### src/rtl/csi2_packetizer.sv
// CSI-2 packetizer for a 2-lane byte interface: SoT sync, packet header with ECC,
// RAW payload with CRC-16 footer for line packets, then an LP gap.
module csi2_packetizer #(
    parameter int         NUM_LANES  = 2,
    parameter logic [5:0] DATA_TYPE  = 6'h2A,
    parameter logic [1:0] VC         = 2'd0,
    parameter int         GAP_CYCLES = 8
) (
    input  logic                   clk_byte,
    input  logic                   RESETn,
    input  logic                   cmd_valid,
    output logic                   cmd_ready,
    input  logic [1:0]             cmd_type,
    input  logic [15:0]            cmd_word_count,
    input  logic                   in_valid,
    output logic                   in_ready,
    input  logic [NUM_LANES*8-1:0] in_data,
    output logic [NUM_LANES*8-1:0] lane_data,
    output logic                   lane_valid,
    output logic [15:0]            frame_number,
    output logic                   cmd_err
);

    typedef enum logic [2:0] {S_IDLE, S_SYNC, S_HEADER, S_PAYLOAD, S_CRC, S_GAP} state_t;

    state_t                 state_q, state_d;
    logic [15:0]            cnt_q, fnum_q, crc_q, wc_q;
    logic [NUM_LANES*8-1:0] last_q;
    logic [1:0]             pkt_type_q;
    logic                   alive_q, cmd_err_q;
    logic                   accept, cmd_bad, start;
    logic [5:0]             dt;
    logic [7:0]             di, ecc;
    logic [15:0]            hdr_wc;

    function automatic logic [7:0] ecc_calc(input logic [23:0] d);
        logic [5:0] p;
        p[0] = d[0]^d[1]^d[2]^d[4]^d[5]^d[7]^d[10]^d[11]^d[13]^d[16]^d[20]^d[21]^d[22]^d[23];
        p[1] = d[0]^d[1]^d[3]^d[4]^d[6]^d[8]^d[10]^d[12]^d[14]^d[17]^d[20]^d[21]^d[22]^d[23];
        p[2] = d[0]^d[2]^d[3]^d[5]^d[6]^d[9]^d[11]^d[12]^d[15]^d[18]^d[20]^d[21]^d[22];
        p[3] = d[1]^d[2]^d[3]^d[7]^d[8]^d[9]^d[13]^d[14]^d[15]^d[19]^d[20]^d[21]^d[23];
        p[4] = d[4]^d[5]^d[6]^d[7]^d[8]^d[9]^d[16]^d[17]^d[18]^d[19]^d[20]^d[22]^d[23];
        p[5] = d[10]^d[11]^d[12]^d[13]^d[14]^d[15]^d[16]^d[17]^d[18]^d[19]^d[21]^d[22]^d[23];
        return {2'b00, p};
    endfunction

    // Reflected CCITT polynomial (0x1021 bit-reversed), one byte LSB first.
    function automatic logic [15:0] crc16_byte(input logic [15:0] c, input logic [7:0] b);
        logic [15:0] r;
        r = c;
        for (int i = 0; i < 8; i++) begin
            if (r[0] ^ b[i]) r = (r >> 1) ^ 16'h8408;
            else             r = r >> 1;
        end
        return r;
    endfunction

    assign cmd_ready    = alive_q && (state_q == S_IDLE);
    assign accept       = cmd_valid && cmd_ready;
    assign cmd_bad      = (cmd_type == 2'd3) ||
                          ((cmd_type == 2'd2) && ((cmd_word_count == 16'd0) || cmd_word_count[0]));
    assign start        = accept && !cmd_bad;
    assign frame_number = fnum_q;
    assign cmd_err      = cmd_err_q;

    always_ff @(posedge clk_byte or negedge RESETn) begin
        if (!RESETn) state_q <= S_IDLE;
        else         state_q <= state_d;
    end

    always_comb begin
        state_d = state_q;
        case (state_q)
            S_IDLE:    if (start) state_d = S_SYNC;
            S_SYNC:    state_d = S_HEADER;
            S_HEADER:  if (cnt_q[0]) state_d = (pkt_type_q == 2'd2) ? S_PAYLOAD : S_GAP;
            S_PAYLOAD: if (in_valid && (cnt_q == {1'b0, wc_q[15:1]} - 16'd1)) state_d = S_CRC;
            S_CRC:     state_d = S_GAP;
            S_GAP:     if (cnt_q == 16'(GAP_CYCLES - 1)) state_d = S_IDLE;
            default:   state_d = S_IDLE;
        endcase
    end

    // cnt_q restarts on every state change; in PAYLOAD it counts handshakes only.
    always_ff @(posedge clk_byte or negedge RESETn) begin
        if (!RESETn) begin
            cnt_q      <= 16'd0;
            alive_q    <= 1'b0;
            cmd_err_q  <= 1'b0;
            pkt_type_q <= 2'd0;
            fnum_q     <= 16'd0;
            crc_q      <= 16'hFFFF;
        end else begin
            alive_q   <= 1'b1;
            cmd_err_q <= accept && cmd_bad;
            if (state_d != state_q)                        cnt_q <= 16'd0;
            else if ((state_q != S_PAYLOAD) || in_valid)   cnt_q <= cnt_q + 16'd1;
            if (start) begin
                pkt_type_q <= cmd_type;
                crc_q      <= 16'hFFFF;
                if (cmd_type == 2'd0) fnum_q <= (fnum_q == 16'hFFFF) ? 16'd1 : fnum_q + 16'd1;
            end else if ((state_q == S_PAYLOAD) && in_valid) begin
                crc_q <= crc16_byte(crc16_byte(crc_q, in_data[7:0]), in_data[15:8]);
            end
        end
    end

    always_ff @(posedge clk_byte) begin
        if (start) begin
            wc_q   <= cmd_word_count;
            last_q <= '0;
        end else if ((state_q == S_PAYLOAD) && in_valid) begin
            last_q <= in_data;
        end
    end

    always_comb begin
        case (pkt_type_q)
            2'd0:    dt = 6'h00;
            2'd1:    dt = 6'h01;
            default: dt = DATA_TYPE;
        endcase
        di     = {VC, dt};
        hdr_wc = (pkt_type_q == 2'd2) ? wc_q : fnum_q;
        ecc    = ecc_calc({hdr_wc, di});
    end

    always_comb begin
        lane_valid = 1'b0;
        lane_data  = '0;
        in_ready   = 1'b0;
        case (state_q)
            S_SYNC: begin
                lane_valid = 1'b1;
                lane_data  = {8'hB8, 8'hB8};
            end
            S_HEADER: begin
                lane_valid = 1'b1;
                lane_data  = cnt_q[0] ? {ecc, hdr_wc[15:8]} : {hdr_wc[7:0], di};
            end
            S_PAYLOAD: begin
                lane_valid = 1'b1;
                in_ready   = 1'b1;
                lane_data  = in_valid ? in_data : last_q;
            end
            S_CRC: begin
                lane_valid = 1'b1;
                lane_data  = crc_q;
            end
            default: ;
        endcase
    end

endmodule
### config.mk
export PLATFORM = sky130hd
export DESIGN_NAME = csi2_packetizer
export DESIGN_NICKNAME = d
export VERILOG_FILES = /design/src/rtl/csi2_packetizer.sv
export SDC_FILE = /design/constraint.sdc
export NUM_CORES = 1
export LEC_CHECK = 0
export CORE_MARGIN = 10
export CORE_UTILIZATION = 57
export DETAILED_ROUTE_END_ITERATION = 10
export HOLD_SLACK_MARGIN = 0.06
export PLACE_DENSITY = 0.88
export SETUP_SLACK_MARGIN = 0.3
export SYNTH_ARGS = -nofsm -noshare
export SYNTH_HDL_FRONTEND = slang
export SYNTH_SLANG_ARGS = --single-unit
### constraint.sdc
create_clock -name clk_byte -period 3.5 [get_ports clk_byte]
set_clock_uncertainty 0.05 [all_clocks]
set_input_delay 0.35 -clock clk_byte [delete_from_list [all_inputs] [get_ports clk_byte]]
set_output_delay 0.35 -clock clk_byte [all_outputs]
set_load 0.01 [all_outputs]
# After elaboration in Yosys (flattened, before gate mapping)
# Index checks and enable logic that the tools add are counted.
[classes]
addsub = 3
n_mul = 0
mux = 64
reduce_logical = 19
order_cmp = 0
bitwise_logic = 99
eq_ne = 14
n_div = 0
shift = 0
[op_table]
columns = ["operator", "count"]
rows = [
  ["$mux 16", 54],
  ["$xor 1x1->1", 83],
  ["$pmux 16 s4", 1],
  ["$not 2->3", 16],
  ["$add 16x1->16 const B", 2],
  ["$pmux 3 s6", 1],
  ["$eq 16x16->1", 1],
  ["$eq 16x16->1 const B", 1],
  ["$eq 16x3->1 const B", 1],
  ["$logic_not 16->1", 1],
  ["$sub 15x1->16 const B", 1],
  ["$mux 3", 5],
  ["$pmux 6 s2", 1],
  ["$logic_and 1x1->1", 7],
  ["$eq 2x2->1 const B", 3],
  ["$eq 3x2->1 const B", 2],
  ["$eq 3x3->1 const B", 2],
  ["$logic_not 2->1", 2],
  ["$reduce_bool 2->1", 2],
  ["$reduce_or 4->1", 1],
  ["$eq 3x1->1 const B", 1],
  ["$logic_not 3->1", 1],
  ["$logic_or 1x1->1", 3],
  ["$ne 3x2->1 const B", 1],
  ["5 further kinds", 6],
]
[word_totals]
ff_bits = 87
latchBits = 0
mem_count = 0
in_bits = 38
ramBits = 0
word_cells = 208
output_inout_bits = 36
rom_bits = 0

# Longest topological paths before layout
[logic_depth]
ltp_word = 67
ltp_mapped = 12
ltp_nobuf = 9

# Least setup slack after synthesis
# OpenSTA, ideal clock, no wires.
[synth_timing]
path_type = "register -> register"
start = "register state_q[1]"
end = "register crc_q[2]"
t_required_ps = 3377
slack_ps = 405
period_less_slack_ps = 3095
stages_incl_launch_ff = 10
t_arrival_ps = 2972
setup_time_ps = 73
path_buffers = 2
cell_sequence = "dfrtp_1 > clkbuf_1 > nor4b_2 > nand2_1 > a21oi_1 > nor2_1 > clkbuf_1 > a21oi_1 > nor2_1 > a21oi_1"
[synth_via]
elab_chain_len = 5
word_cells_on_any_way = 8
cone_classes = "1 x eq/ne; 1 x mux; 6 x reduce/logical"
[synth_rtl]
columns = ["element", "line_no", "text"]
rows = [
  ["from (decl)", "26", "state_t state_q, state_d;"],
  ["from (signal assigned)", "68", "else state_q <= state_d;"],
  ["$logic_not 3->1 *", "58", "assign cmd_ready = alive_q && (state_q == S_IDLE);"],
  ["$logic_and 1x1->1 *", "58", ""],
  ["via cmd_ready", "12", "output logic cmd_ready,"],
  ["$logic_and 1x1->1 *", "59", "assign accept = cmd_valid && cmd_ready;"],
  ["$logic_and 1x1->1 *", "62", "assign start = accept && !cmd_bad;"],
  ["via start", "31", "logic accept, cmd_bad, start;"],
  ["$mux 16 or $reduce_bool 2->1 (tied branches)", "--", ""],
  ["to (signal assigned)", "103", "crc_q <= crc16_byte(crc16_byte(crc_q, in_data[7:0]), in_data[15:8]);"],
  ["to (decl)", "27", "logic [15:0] cnt_q, fnum_q, crc_q, wc_q;"],
]
# The timed path passes the listed nets; every way through them passes the cells marked *.
# A chain may end at the register's enable or synchronous reset.

# Final worst setup path
[layout_timing]
start = "register pkt_type_q[1]"
end = "output lane_data[12]"
[layout_via]
elab_chain_len = 14
word_cells_on_any_way = 17
cone_classes = "2 x eq/ne; 4 x mux; 10 x bitwise; 1 x reduce/logical"
[layout_rtl]
columns = ["element", "line_no", "text"]
rows = [
  ["from (decl)", "29", "logic [1:0] pkt_type_q;"],
  ["from (signal assigned)", "99", "pkt_type_q <= cmd_type;"],
  ["$eq 2x1->1 or $logic_not 2->1 (tied branches)", "118", "case (pkt_type_q)"],
  ["$pmux 6 s2", "118", ""],
  ["$xor 1x1->1 (10 in a row)", "42", "p[4] = d[4]^d[5]^d[6]^d[7]^d[8]^d[9]^d[16]^d[17]^d[18]^d[19]^d[20]^d[22]^d[23];"],
  ["$mux 16 *", "139", "lane_data = cnt_q[0] ? {ecc, hdr_wc[15:8]} : {hdr_wc[7:0], di};"],
  ["$pmux 16 s4 *", "132", "case (state_q)"],
  ["to (decl)", "18", "output logic [NUM_LANES*8-1:0] lane_data,"],
]
# Mark *: on every way between the ends. The rest lies on a longest branch, timed or not.

==> flow_summary.json <==
{
  "pwr-share-seq_pct": 26.4,
  "fill_cells": 842,
  "top_level_ports": 74,
  "synth_flop_cell": "dfrtp_1",
  "ir_drop_mv": 0.603,
  "finalCritPeriodShare_pct": 92.3,
  "synth_async_sr_flop_share_pct": 63.2,
  "synth_area_leaders": "dfrtp_1 16%, xnor2_1 12%, edfxtp_1 7.8%",
  "syn_area_per_cell_um2": 9.12,
  "detail-route-antenna-nets": 0,
  "finalHoldViolCount": 0,
  "gp_routability_congestion": 0.955,
  "outcome": "complete, no violations",
  "area_growth_pct": 19.6,
  "max-cap-violations": 0,
  "switchingPower_mw": 2.63,
  "netlist_instances": 679,
  "critPathLaunchType": "flip-flop",
  "clk_latency_ns": 0.40,
  "power_frac_clock_pct": 11.8,
  "clk_pin_slew_ns": 0.09,
  "yosysSeqAreaShare_pct": 35.5,
  "grt_overflow": 0,
  "portBuffers": 73,
  "swShare_pct": 43.7,
  "place_area_um2": 7020,
  "layout_min_cycle_time_ns": 3.23,
  "place_inst": 855,
  "pwr-share-comb_pct": 61.9,
  "synth_fp_nets": 720,
  "synth_edf_count": 16,
  "tightest_slew_ns": 0.946,
  "grt_pass1_wl_um": 29400,
  "grtUsageTotal_pct": 23.1,
  "wl_um": 18400,
  "ys.warnings.count": 0,
  "synthesis.area_um2": 6190,
  "clock_path_buffers": 2,
  "power.density_nw_per_um2": 815,
  "power.leakage_nw": 2.96,
  "setup_tns_ns": 0,
  "rsz0062_at_grt": "true",
  "dpl.hpwl_um": 13300,
  "dieArea_um2": 15400,
  "grt_start_max_net_pins": 41,
  "finalSetupViolations": 0,
  "wl_per_cell_um": 20.7,
  "power.internal_mw": 3.40,
  "slew_violations": 0,
  "slew_headroom_pct": 37.0,
  "start_util_pct": 59.2,
  "ys_ff_latch": 87,
  "yosysTopAreaCellShare_pct": 15.8,
  "reg2regPathDepth": 8,
  "first_pass_iters": 5,
  "r2r_end": "cnt_q[13]$_DFFE_PN0P_",
  "die_w_um": 124,
  "clock_sinks": 87,
  "crit-reg2reg-launch": "wc_q[12]$_DFFE_PP_",
  "grt_pass1_vias": 5281,
  "antenna_found_initial": 0,
  "max_freq_ghz": 0.310,
  "cts-root-buf": "clkbuf_8",
  "cts-hold-fix-buffers": 0,
  "cp.arrival_ns": 2.83,
  "vias": 5473,
  "cp_max_fo": 10,
  "final_design_area_no_fill_um2": 7400,
  "final_cells": 886,
  "cp-end-kind": "output pin",
  "die_h_um": 124,
  "yosysTopAreaCell": "dfrtp_1",
  "required_ns": 3.10,
  "synth_cell_types": 66,
  "cts_buffers": 9,
  "hold_path.class": "primary input to asynchronous set/reset pin",
  "critPathKind": "flip-flop to output pin",
  "drt_iter0_drc": 684,
  "final_layout_size_suffix_gt1_share_pct": 13.3,
  "layout.nets": 786,
  "htreeDepth": 3,
  "detail_route.vias_per_cell": 6.18,
  "r2r_slack_ns": 0.45,
  "antenna_cells": 0,
  "cts_tree": "built",
  "rows": 37,
  "drc_errors": 0,
  "core_um2": 10500
}
[cell usage in the layout, fill, tap and decap left out, types with 4 or more instances in the layout]
cell,n
xnor2_1,87
nor2_1,73
clkdlybuf4s50_1,67
xor2_1,51
a21oi_1,46
nand2_1,44
dfrtp_1,38
buf_4,31
mux2i_1,23
o21ai_0,23
a22o_1,18
dfstp_2,16
dfxtp_1,16
edfxtp_1,16
nor3_1,14
nand3_1,12
clkbuf_8,12
o221ai_1,11
nand4_1,11
inv_1,10
nor4_1,9
xnor3_1,6
o22ai_1,6
and3_1,6
mux2_2,5
or3_1,5
a21oi_2,4
a21o_1,4
dlygate4sd2_1,4
[metrics by stage]
| stage | hold WS, ns | power, mW | util (%) | worst slack [ns] |
|---|---|---|---|---|
| 2_1_floorplan | 0.00441 | 4.05 | - | 0.405 |
| 3_3_place_gp | 0.406 | 5.00 | 67.1 | 0.367 |
| 3_5_place_dp | 0.403 | 5.09 | 67.1 | 0.350 |
| 4_1_cts | 0.0688 | 5.91 | 69.8 | 0.253 |
| 5_1_grt | 0.112 | 6.38 | 70.7 | 0.170 |
| 6_report | 0.0460 | 6.03 | 70.7 | 0.271 |
[state kept, by name (all words and copies together), names as in the netlist]
name,cells
frame_number,16
cnt_q,16
pkt_type_q,2
crc_q,16
cmd_err,1
alive_q,1
wc_q,16
state_q,3
last_q,16
[synth_stat cells (all sizes together) (12+ instances only)]
| cell | number |
|---|---|
| a22o | 18 |
| buf | 13 |
| clkbuf | 39 |
| nand4 | 12 |
| mux2i | 27 |
| dfrtp | 39 |
| nor2 | 75 |
| o21ai | 25 |
| xor2 | 51 |
| edfxtp | 16 |
| nand3 | 12 |
| xnor2 | 89 |
| nor3 | 14 |
| dfxtp | 16 |
| nand2 | 45 |
| a21oi | 50 |
| dfstp | 16 |
[worst max-delay path by stage]
stage | cells past startpoint | start | slack (ns) | to
2_1_floorplan | 9 | state_q[1]$_DFF_PN0_ | 0.41 | crc_q[2]$_DFFE_PN1P_
3_3_place_gp | 7 | pkt_type_q[0]$_DFFE_PN0P_ | 0.37 | lane_data[10]
3_5_place_dp | 7 | pkt_type_q[0]$_DFFE_PN0P_ | 0.35 | lane_data[10]
4_1_cts | 8 | pkt_type_q[0]$_DFFE_PN0P_ | 0.25 | lane_data[12]
5_1_grt | 8 | pkt_type_q[1]$_DFFE_PN0P_ | 0.17 | lane_data[12]
6_report | 8 | pkt_type_q[1]$_DFFE_PN0P_ | 0.27 | lane_data[12]
[logic make-up (layout without fill, tap and decap cells)]
group	after synthesis	count (layout)	synth area share [%]
compound gates	144	144	15.7
xor+xnor	148	148	22.9
fa+ha+maj	3	3	0.606
buf+inv	63	134	4.16
flops	87	87	35.5
mux	32	32	5.28
other cells	1	1	0.0606
simple gates	201	201	15.8
[power groups by stage]
stage,Combinational (mW),Clock [mW],Sequential [mW]
6_report,3.73,0.711,1.59
5_1_grt,4.01,0.748,1.61
4_1_cts,3.62,0.718,1.57
3_5_place_dp,3.49,0,1.59
3_3_place_gp,3.42,0,1.58
2_1_floorplan,2.62,0,1.43
[worst max-delay path, cell delays in order, from the launching register on]
cell and delay, ns:
dfrtp_1 0.42, nand2b_4 0.17, buf_4 0.17, mux2i_2 0.39
xor2_1 0.22, xnor2_1 0.17, xnor2_1 0.11, o21ai_0 0.21
clkdlybuf4s50_1 0.58
[cell type report]
| type | instances | area (um2) | area share, % |
|---|---|---|---|
| inverter | 11 | 41.3 | 0.558 |
| clock inverter | 4 | 26.3 | 0.355 |
| multi-input combinational | 529 | 3800 | 51.4 |
| sequential | 87 | 2200 | 29.7 |
| timing repair buffer | 107 | 998 | 13.5 |
| clock buffer | 12 | 165 | 2.23 |
| tap | 136 | 170 | 2.30 |
[metal layers]
| metal | part of all wire [%] | track usage (%) |
|---|---|---|
| met3 | 9.2 | 6.46 |
| met5 | 0 | 0 |
| met2 | 47 | 36.0 |
| met4 | 3.0 | 9.00 |
| met1 | 41 | 29.6 |
[what timing repair did]
item,CTS,global route
pin swaps,1,2
gates resized for setup,17,8
cloned,0,0
buffers inserted,6,9
endpoints found under the setup margin,14,28
No activity file was read; power rests on OpenSTA's default activity.
==> variant 1, RTL diff (same settings) <==
The 6 states of `state_t` get a one-hot encoding in 6 bits.
--- a/src/rtl/csi2_packetizer.sv
+++ b/src/rtl/csi2_packetizer.sv
@@ -23,3 +23,3 @@
 
-    typedef enum logic [2:0] {S_IDLE, S_SYNC, S_HEADER, S_PAYLOAD, S_CRC, S_GAP} state_t;
+    typedef enum logic [5:0] {S_IDLE = 6'b000001, S_SYNC = 6'b000010, S_HEADER = 6'b000100, S_PAYLOAD = 6'b001000, S_CRC = 6'b010000, S_GAP = 6'b100000} state_t;
 
Check against the original RTL: same outputs for any inputs over 4 cycles, from zero or initial values and one cycle with RESETn low; so few cycles prove little.
==> variant 1 against the original RTL <==
Cell area is 0.47% higher; critical path depth stayed put; non-clock buffer count is 8 lower; area after synthesis is 0.46% higher; sequential cell count is 3 higher; routed wire length is 0.71% higher; core utilization is 1.5 points lower; global-route usage hardly changed; worst hold slack better by 0.039 ns; first-iteration DRC count is 14% lower; critical endpoint unchanged; worst setup slack better by 0.13 ns.
Power is not compared: it rests on default switching activity, and its combinational part moved more than twofold at a synthesized area within 25%.
==> variant 1: results (changes against the original RTL) <==
\begin{tabular}{lr}
\hline
Metric & Value \\
\hline
\multicolumn{2}{l}{\textbf{Cells and area}} \\
\quad \# fillers & 836 (-0.71\%) \\
\quad Net count, final & 779 (-0.89\%) \\
\quad Fraction of final layout cells with drive strength greater than 1 & 11.3\% (-2.0 points) \\
\multicolumn{2}{l}{\textbf{Global routing}} \\
\quad Largest net degree at the start of global routing & 42 (+2.4\%) \\
\quad Global routing met1 resource utilization & 27.8\% (-1.8 points) \\
\quad GRT met3 Usage & 4.64\% (-1.8 points) \\
\quad Wire length of the first global-routing pass & 29.7 mm (+1.1\%) \\
\quad Total Routing Usage GR & 23.2\% (+0.049 points) \\
\quad Via count of the first global-routing pass & 5,523 (+4.6\%) \\
\quad Routing usage on met2 & 40.0\% (+4.0 points) \\
\multicolumn{2}{l}{\textbf{CTS}} \\
\quad Clock latency at the later pin of the worst-skew pair & 0.37 ns (-0.03 ns) \\
\multicolumn{2}{l}{\textbf{Synth}} \\
\quad Share of cell area taken by muxes after synthesis & 4.87\% (-0.41 points) \\
\quad Ranking of synthesized cells by instance count & xnor2\_1, nor2\_1, nand2\_1, xor2\_1, clkbuf\_1 \\
\quad Area share of xor/xnor cells in the synthesized design & 21.9\% (-1.0 points) \\
\quad Sequential area share after synthesis & 36.6\% (+1.1 points) \\
\quad Async SR Flop Fraction & 64.4\% (+1.2 points) \\
\quad Cells taking the most area after synthesis & dfrtp\_1, xnor2\_1, edfxtp\_1, dfstp\_2, xor2\_1 \\
\quad Area fraction in compound gates after synthesis & 13.5\% (-2.1 points) \\
\multicolumn{2}{l}{\textbf{Placed design}} \\
\quad Count of input and output buffers & 73 (unchanged) \\
\quad Placed wire-length estimate after detailed placement & 13.9 mm (+4.3\%) \\
\quad Post-Place Setup Slack & 0.314 ns (-0.0361 ns) \\
\quad Gpl congestion & 0.961 (+0.65\%) \\
\multicolumn{2}{l}{\textbf{Routing}} \\
\quad Routed vias/inst & 6.36 (+3.0\%) \\
\quad Routed wire length & 18.5 mm (+0.71\%) \\
\quad Number of violations reported at the end of detailed-routing iteration 0 & 587 (-14\%) \\
\multicolumn{2}{l}{\textbf{Setup path}} \\
\quad CP Launch Point & pkt\_type\_q[0] \\
\quad Worst r2r path cells & 9 (+1) \\
\quad Worst Path Max Fanout & 13 (+3) \\
\quad Endpoint of the worst register-to-register path & state\_q[3] \\
\quad Worst reg2reg path startpoint & wc\_q[2] \\
\multicolumn{2}{l}{\textbf{Timing}} \\
\quad Worst Tran Pin Value & 1.13 ns (+0.183 ns) \\
\multicolumn{2}{l}{\textbf{Status}} \\
\quad Result of the run & complete, no violations \\
\multicolumn{2}{l}{\textbf{Pwr}} \\
\quad IR drop worst, VDD & 0.366 mV \\
\hline
\end{tabular}
variant 1: worst min-delay path by stage:
| stage | end |
|---|---|
| finish | cnt_q[4] |
| global route | cnt_q[7] |
| global placement | last_q[12] |
| detailed placement | last_q[8] |
| floorplan | alive_q |
| CTS | cnt_q[4] |
variant 1: cell type report:
cell class	instances	area, µm²	share of cell area (%)
multi-input combinational	525	3810	51.3
clock buffer	13	139	1.87
tap	140	175	2.36
clock inverter	3	41.3	0.555
timing repair buffer	99	941	12.7
inverter	13	48.8	0.656
sequential	90	2280	30.6
variant 1: where the power goes:
| part | total (mW) | switching, mW | internal, mW | leakage (nW) |
|---|---|---|---|---|
| sequential | 1.26 | 0.123 | 1.14 | 1.01 |
| combinational | 1.47 | 0.774 | 0.692 | 1.93 |
| clock | 0.711 | 0.381 | 0.330 | 0.0853 |
variant 1: per-layer routing:
| layer | share of wire [%] | vias to the layer above |
|---|---|---|
| met5 | 0 | - |
| met4 | 3.7 | 0 |
| met3 | 7.5 | 58 |
| met2 | 49 | 301 |
| met1 | 39 | 2737 |
| li1 | - | 2524 |
variant 1: timing repair:
action	CTS	global route
hold endpoints to repair	0	0
setup endpoints to repair	23	30
setup buffers	1	3
resized for setup	13	30
pin swaps	3	0
variant 1: stage by stage:
stage / area, µm² / util, % / hold WS (ns) / instances
6_report: 7440 / 69.2 / 0.0850 / 883
5_1_grt: 7440 / 69.2 / 0.129 / 883
4_1_cts: 7300 / 68.0 / 0.107 / 880
3_5_place_dp: 7060 / 65.7 / 0.410 / 863
3_3_place_gp: 7060 / 65.7 / 0.405 / 863
2_1_floorplan: 6220 / - / 0.00441 / 683
variant 1: kinds of logic after synthesis:
group	after synthesis
compound gates	123
mux	30
flops	90
xor+xnor	144
buf+inv	68
simple gates	224
other cells	1
fa+ha+maj	3
==> variant 2, RTL diff (config.mk and constraints unchanged) <==
Made on the original files. The parameter `GAP_CYCLES` goes from 8 to 6.
--- a/src/rtl/csi2_packetizer.sv
+++ b/src/rtl/csi2_packetizer.sv
@@ -6,3 +6,3 @@
     parameter logic [1:0] VC         = 2'd0,
-    parameter int         GAP_CYCLES = 8
+    parameter int         GAP_CYCLES = 6
 ) (
Formal check against the unedited RTL: no difference found for any inputs over 4 cycles, from zero or initial values and one cycle with RESETn low; that may be too few to reach the edited logic, so the function may still have changed.
==> variant 2 against the original RTL <==
Area after synthesis increased by 0.40%; sequential share of layout area increased by 0.094 points; routed wire length decreased by 0.42%; synthesized cell count unchanged; via count about the same; cell count decreased by 0.45%; worst setup slack improved by 0.11 ns; total power increased by 5.1%; sequential cell count unchanged; count of clock-buffer cells in the layout decreased by 2; die area increased by 0.34%; cell area decreased by 0.20%; critical path type unchanged; critical endpoint is now lane_data[13]; largest power group unchanged.
==> variant 2: results (changes against the original RTL) <==
\begin{tabular}{lr}
\hline
Metric & Value \\
\hline
\multicolumn{2}{l}{\textbf{Synth}} \\
\quad Cells taking the most area after synthesis & dfrtp\_1, xnor2\_1, edfxtp\_1, dfstp\_2, xor2\_1 \\
\quad Sequential area share after synthesis & 35.4\% (-0.14 points) \\
\quad Number of nets in the synthesized netlist & 721 (+0.14\%) \\
\quad Ranking of synthesized cells by instance count & xnor2\_1, nand2\_1, nor2\_1, xor2\_1, a21oi\_1 \\
\quad Number of different library cells in the post-synthesis netlist & 72 (+9.1\%) \\
\multicolumn{2}{l}{\textbf{Routing}} \\
\quad Routed wire length & 18.3 mm (-0.42\%) \\
\quad Number of violations reported at the end of detailed-routing iteration 0 & 695 (+1.6\%) \\
\multicolumn{2}{l}{\textbf{Placed design}} \\
\quad Gpl congestion & 0.981 (+2.6\%) \\
\quad Placed wire-length estimate after detailed placement & 13.7 mm (+2.6\%) \\
\quad Area of placed instances & 7030 µm² (+0.12\%) \\
\quad DP Cell Count & 857 (+0.23\%) \\
\multicolumn{2}{l}{\textbf{Timing}} \\
\quad Worst hold slack & 0.403 ns (+0.357 ns) \\
\quad Minimum clock period & 3.12 ns (-0.105 ns) \\
\quad Worst Tran Pin Value & 0.642 ns (-0.304 ns) \\
\multicolumn{2}{l}{\textbf{Global routing}} \\
\quad Antenna violations before repair & 0 (unchanged) \\
\quad Total Routing Usage GR & 22.9\% (-0.22 points) \\
\multicolumn{2}{l}{\textbf{Pwr}} \\
\quad IR drop worst, VDD & 0.624 mV (+3.4\%) \\
\quad Leakage power summed over all cells & 3.02 nW (+1.9\%) \\
\multicolumn{2}{l}{\textbf{Setup path}} \\
\quad Worst r2r path cells & 10 (+2) \\
\quad Data arrival time of the worst path & 2.72 ns (-0.11 ns) \\
\quad Worst Path Max Fanout & 7 (-3) \\
\quad Endpoint of the worst register-to-register path & cnt\_q[4] \\
\quad Worst-case register-to-register setup slack & 0.50 ns (+0.05 ns) \\
\quad Worst reg2reg path startpoint & wc\_q[1] \\
\quad Setup crit end & lane\_data[13] \\
\multicolumn{2}{l}{\textbf{Cells and area}} \\
\quad Net count, final & 779 (-0.89\%) \\
\quad \# fillers & 829 (-1.5\%) \\
\quad Post-route non-filler standard cell count & 882 (-0.45\%) \\
\quad Fraction of final layout cells with drive strength greater than 1 & 13.7\% (+0.41 points) \\
\multicolumn{2}{l}{\textbf{CTS}} \\
\quad Clock latency at the later pin of the worst-skew pair & 0.38 ns (-0.02 ns) \\
\multicolumn{2}{l}{\textbf{Status}} \\
\quad Result of the run & complete, no violations \\
\hline
\end{tabular}
==> variant 2: cell count changes after synthesis, sizes merged, moves of 6 or more <==
cell    unedited run  this run
nand2             45        63
nor2              75        63
a21oi             50        40
o21ai             25        34
xnor2             89        95
o221ai            11         3
xor2              51        42
==> variant 2: worst max-delay path, stage by stage, from the launching register on <==
cell and delay (ns):
dfrtp_2 0.48, nand2b_4 0.15, buf_4 0.19, mux2i_4 0.27
xnor2_1 0.21, xnor2_1 0.20, xnor2_1 0.09, o21ai_0 0.17
clkdlybuf4s50_1 0.58
==> variant 2: timing repair <==
action,4_1_cts,5_1_grt
pin swaps,0,1
gates resized for setup,8,20
setup buffers,1,7
endpoints found under the setup margin,10,29
endpoints found under the hold margin,21,0
hold buffers,1,0
==> variant 2: cells by family after synthesis <==
logic type               share of synthesized area (%)
XOR/XNOR                                          22.5
adder cells (fa/ha/maj)                          0.805
buffers and inverters                             4.81
other                                           0.0603
AO/OA/AOI/OAI                                     14.6
AND/OR/NAND/NOR                                   17.8
multiplexers                                      4.09
flip-flops                                        35.4
==> variant 2: cell type report <==
| class | count | area share [%] |
|---|---|---|
| clock buffers | 10 | 1.73 |
| clock inverters | 6 | 0.830 |
| inverters | 16 | 0.864 |
| multi-input cells | 523 | 51.5 |
| flip-flops and latches | 87 | 29.8 |
| well taps | 140 | 2.37 |
| repair buffers | 100 | 12.9 |
==> variant 2: where the power goes <==
group          switching [mW]  internal (mW)  total [mW]
Combinational            2.05           1.88        3.93
Clock                   0.385          0.328       0.714
Sequential              0.372           1.33        1.70
==> variant 2: metal layers <==
layer  up-vias  wire, µm  track usage (%)
li1       2494         -                -
met1      2673      7540             29.0
met2       257      8980             37.3
met3        44      1300             4.47
met4         0       467             9.39
met5         -         0                0
